<file path="src/rtl/result_frame_writer.sv">
// result_frame_writer
// Captures one frame of filtered 17-bit two's-complement kernel results,
// clamps each to an 8-bit pixel and writes it to a frame buffer in raster
// order one cycle after acceptance. Tracks clamped-pixel count and flags
// pixel strobes that arrive while no capture is active.
module result_frame_writer #(
  parameter int IMG_W  = 256,
  parameter int IMG_H  = 256,
  parameter int ADDR_W = 16
) (
  input  logic              clk,
  input  logic              rst,
  input  logic              start,
  input  logic              in_valid,
  input  logic [16:0]       in_data,
  output logic              wr_en,
  output logic [ADDR_W-1:0] wr_addr,
  output logic [7:0]        wr_data,
  output logic              busy,
  output logic              done,
  output logic [15:0]       sat_count,
  output logic              stray_err
);

  localparam int unsigned       TOTAL     = IMG_W * IMG_H;
  localparam logic [ADDR_W-1:0] LAST_ADDR = ADDR_W'(TOTAL - 1);

  typedef enum logic [1:0] {
    IDLE = 2'd0,
    RUN  = 2'd1,
    DONE = 2'd2
  } state_t;

  state_t            state;
  logic [ADDR_W-1:0] pix_cnt;   // pixels already accepted in this frame
  logic [7:0]        clamped;
  logic              clipped;

  // Clamp the signed kernel result into the 0..255 pixel range.
  always_comb begin
    clamped = in_data[7:0];
    clipped = 1'b0;
    if (in_data[16]) begin
      clamped = 8'd0;
      clipped = 1'b1;
    end else if (|in_data[15:8]) begin
      clamped = 8'hFF;
      clipped = 1'b1;
    end
  end

  // Frame capture FSM; all outputs are registered here.
  always_ff @(posedge clk or posedge rst) begin
    if (rst) begin
      state     <= IDLE;
      pix_cnt   <= '0;
      wr_en     <= 1'b0;
      wr_addr   <= '0;
      wr_data   <= 8'd0;
      busy      <= 1'b0;
      done      <= 1'b0;
      sat_count <= 16'd0;
      stray_err <= 1'b0;
    end else begin
      wr_en <= 1'b0;
      done  <= 1'b0;
      case (state)
        IDLE: begin
          if (start) begin
            // A strobe coinciding with start is dropped and is not a stray.
            state     <= RUN;
            busy      <= 1'b1;
            pix_cnt   <= '0;
            sat_count <= 16'd0;
            stray_err <= 1'b0;
          end else if (in_valid) begin
            stray_err <= 1'b1;
          end
        end
        RUN: begin
          // start is ignored here: no restart, no counter clear.
          if (in_valid) begin
            wr_en   <= 1'b1;
            wr_addr <= pix_cnt;
            wr_data <= clamped;
            if (clipped && (sat_count != 16'hFFFF)) begin
              sat_count <= sat_count + 16'd1;
            end
            if (pix_cnt == LAST_ADDR) begin
              // Counter stays frozen at the last address until restart.
              state <= DONE;
              done  <= 1'b1;
            end else begin
              pix_cnt <= pix_cnt + ADDR_W'(1);
            end
          end
        end
        DONE: begin
          state <= IDLE;
          busy  <= 1'b0;
          if (in_valid) begin
            stray_err <= 1'b1;
          end
        end
        default: begin
          state <= IDLE;
          busy  <= 1'b0;
        end
      endcase
    end
  end

endmodule

</file>
<file path="config.mk">
export PLATFORM = sky130hd
export DESIGN_NAME = result_frame_writer
export DESIGN_NICKNAME = d
export VERILOG_FILES = /design/src/rtl/result_frame_writer.sv
export SDC_FILE = /design/constraint.sdc
export NUM_CORES = 1
export LEC_CHECK = 0
export CELL_PAD_IN_SITES_DETAIL_PLACEMENT = 2
export CELL_PAD_IN_SITES_GLOBAL_PLACEMENT = 2
export CORE_ASPECT_RATIO = 1.75
export CORE_UTILIZATION = 33
export DETAILED_ROUTE_END_ITERATION = 16
export PLACE_DENSITY_LB_ADDON = 0.1
export SYNTH_ARGS = -nofsm -noshare
export SYNTH_HDL_FRONTEND = slang
export SYNTH_SLANG_ARGS = --single-unit
</file>
<file path="constraint.sdc">
create_clock -name clk -period 2.9 [get_ports clk]
set_input_delay 0.58 -clock clk [delete_from_list [all_inputs] [get_ports clk]]
set_output_delay 0.58 -clock clk [all_outputs]
set_load 0.01 [all_outputs]
</file>
==> results.sh <==
export IMPL_run_status="finished clean"
export IMPL_synth_top_family_by_area="simple AND/OR/NAND/NOR gates"
export IMPL_via_per_inst=5.58
export IMPL_cts_max_level=3
export IMPL_place_worst_setup_slack_ns=0.485
export IMPL_holdPathStages=2
export IMPL_start_util_pct=34.3
export IMPL_globalRouteTotalUtil_pct=23.4
export IMPL_synth_distinct_cells=49
export IMPL_synthMuxAreaShare_pct=0.373
export IMPL_final_cells=510
export IMPL_yosys_area_share_simple_pct=23.9
export IMPL_fp_dieH_um=128
export IMPL_cts_resized=0
export IMPL_synth_top_area_cell="dfrtp_1"
export IMPL_areaGrowthSynthToFinish_pct=35.5
export IMPL_synth_avg_cell_area_um2=9.36
export IMPL_path_cells="ha_1 > and4_1 > nand4_1 > o21ai_0 > nand2_1 > o31ai_1"
export IMPL_core_region_area_um2=8780
export IMPL_drive_gt1_share_pct=9.67
export IMPL_ys_seq_area_share_pct=51.5
export IMPL_powerDensity_nw_per_um2=644
export IMPL_synth_top_cell_area_share_pct=51.5
export IMPL_antenna_left=0
export IMPL_grt_pass1_wl_um=16600
export IMPL_grt_pass1_vias=3168
export IMPL_setup_viol=0
export IMPL_design_area_um2=4090
export IMPL_finalCriticalPeriod_ns=2.39
export IMPL_drtPass1Iterations=5
export IMPL_synthesis_nets=345
export IMPL_arrival_ns=2.63
export IMPL_critPathKind="reg2reg"
export IMPL_insertion_delay_ns=0.34
export IMPL_hp_class="reg2reg"
export IMPL_synthesis_area_um2=3020
export IMPL_leakage_nw=1.67
export IMPL_fmax_mhz=418
export IMPL_ys_top_cells_by_count="77 x nand2_1, 62 x dfrtp_1, 24 x o31ai_1"
export IMPL_clk_pin_slew_worst_paths_ns=0.05
export IMPL_hpwl_um=7260
export IMPL_cp_required_ns=3.14
export IMPL_slew_headroom_pct=58.1
export IMPL_rsz0062_at_grt="false"
export IMPL_cp_top_family="simple AND/OR/NAND/NOR gates"
export IMPL_dieArea_um2=9540
export IMPL_setup_ws_ns=0.507
export IMPL_synth_warnings=0
export IMPL_drt_iter0_drc=120
export IMPL_synth_xor_area_share_pct=0
export IMPL_dp_cells=494
export IMPL_cap_violations=0
export IMPL_fin_skew_ns=0.00709
export IMPL_cts_sinks=62
export IMPL_grt_max_degree=39
export IMPL_portBuffers=64
export IMPL_pin_count=65
export IMPL_finalCritPeriodShare_pct=82.5
export IMPL_num_nets_final=411
export IMPL_hold_viol=0
export IMPL_post_route_util_pct=46.5
export IMPL_cts_tree="yes"
export IMPL_cts_hold_fix_buffers=0
export IMPL_synth_compound_area_share_pct=20.5
export IMPL_die_w_um=74.3
export IMPL_rrSetupSlack_ns=0.51
export IMPL_hold_ws_ns=0.485
export IMPL_synth_ff_type="dfrtp_1"
export IMPL_worst_slew_pin_slew_ns=0.627
export IMPL_r2r_start="pix_cnt[0]$_DFFE_PP0P_"
export IMPL_root_buffer="clkbuf_16"
export IMPL_via_count=2846
export IMPL_hp_start="wr_addr[1]$_DFFE_PP0P_"
export IMPL_ir_drop_uv=396
export IMPL_total_power_mw=2.63
export IMPL_fin_tns_setup_ns=0
export IMPL_cp_max_fo=13
export IMPL_slew_violations=0
export IMPL_ys_ff_latch=62
export IMPL_synth_cells=322
export IMPL_synth_edff_count=0
export IMPL_place_area_um2=3800
export IMPL_gp_congestion=0.720
export IMPL_overflow=0
export IMPL_slowest_delay_ns=0.53
export IMPL_synth_area_leaders="dfrtp_1 51%, nand2_1 9.6%, o31ai_1 6.0%"
export IMPL_wl_um=10100
export IMPL_hold_path_end="wr_addr[1]$_DFFE_PP0P_"
export IMPL_slowest_stage="nand4_1"
export IMPL_start_kind="flip-flop"
export IMPL_clockBufferDepth=2
export IMPL_crit_path_end_kind="flip-flop"
export IMPL_cp_num_buf_inv=0
export IMPL_fp_row_count=45
export IMPL_r2r_end="pix_cnt[0]$_DFFE_PP0P_"
export IMPL_wl_per_cell_um=19.9
export IMPL_antenna_found_initial=0
export IMPL_cts_buffers=9
export IMPL_diodes=0
export IMPL_synth_most_common_cell="nand2_1"
export IMPL_r2r_cells=6
export IMPL_synth_fa_ha_area_share_pct=0.830
export IMPL_async_reset_ff_share_pct=100
export IMPL_cts_setup_buffers=0
export IMPL_drc=0
==> report_power, final <==
part	total (mW)	leakage [nW]	internal (mW)	switching (mW)
combinational	0.468	0.741	0.241	0.227
sequential	1.12	0.781	0.977	0.138
clock	1.05	0.143	0.659	0.388
==> cell type report <==
class | instances | area [µm²]
Timing Repair Buffer | 71 | 706
Tap cell | 117 | 146
Clock inverter | 5 | 50.0
Multi-Input combinational cell | 237 | 1370
Sequential cell | 62 | 1550
Fill cell | 977 | 4700
Clock buffer | 11 | 233
Inverter | 7 | 26.3
==> worst max-delay path by stage <==
stage	start	to	cells past startpoint
4_1_cts	pix_cnt[0]$_DFFE_PP0P_	pix_cnt[0]$_DFFE_PP0P_	6
2_1_floorplan	rst	busy$_DFFE_PP0P_	1
3_5_place_dp	in_data[9]	sat_count[0]$_DFFE_PP0P_	6
3_3_place_gp	in_data[16]	sat_count[11]$_DFFE_PP0P_	4
6_report	pix_cnt[0]$_DFFE_PP0P_	pix_cnt[0]$_DFFE_PP0P_	6
5_1_grt	pix_cnt[0]$_DFFE_PP0P_	pix_cnt[0]$_DFFE_PP0P_	6
==> per-layer routing <==
layer,vias up,share of wire [%],global-route usage [%]
met4,0,2.3,9.32
li1,1320,-,-
met3,19,3.0,4.93
met2,61,57,42.8
met1,1446,38,25.5
met5,-,0,0
==> sequential cells by signal, summed over array words and instances (netlist names) <==
register,cells
pix_cnt,16
sat_count,16
wr_addr,16
wr_data,8
state,2
busy,1
done,1
stray_err,1
wr_en,1
==> tightest hold or removal path: cells and delay by family (launching register included) <==
kind / cells / cell delay [ns]
flip-flops: 1 / 0.34
AND/OR/NAND/NOR: 2 / 0.11
==> kinds of logic (layout without fill, tap and decap cells) <==
| group | count (synthesis) | count (layout) |
|---|---|---|
| AND/OR/NAND/NOR | 149 | 149 |
| AO/OA/AOI/OAI | 85 | 85 |
| flip-flops | 62 | 62 |
| buffers and inverters | 23 | 94 |
| adder cells (fa/ha/maj) | 2 | 2 |
| multiplexers | 1 | 1 |
==> cell usage in the layout, fill, tap and decap left out, types with 2 or more instances in the layout <==
| cell type | n |
|---|---|
| nor4_1 | 4 |
| o21ai_0 | 14 |
| or2_2 | 4 |
| nand2_2 | 2 |
| nand2b_1 | 2 |
| o211ai_1 | 6 |
| clkinv_2 | 4 |
| a311oi_1 | 2 |
| and4_1 | 4 |
| dfrtp_1 | 62 |
| clkbuf_16 | 9 |
| nor2_1 | 16 |
| or4_1 | 4 |
| buf_4 | 6 |
| o311ai_0 | 11 |
| clkbuf_1 | 2 |
| a41oi_1 | 2 |
| a31oi_1 | 2 |
| nand3_1 | 12 |
| and3_1 | 2 |
| clkdlybuf4s50_1 | 64 |
| a21oi_1 | 12 |
| ha_1 | 2 |
| nand2_1 | 77 |
| nand4_1 | 12 |
| nor3_1 | 2 |
| inv_1 | 5 |
| o31ai_1 | 24 |
No activity file was read; power rests on OpenSTA's default activity.
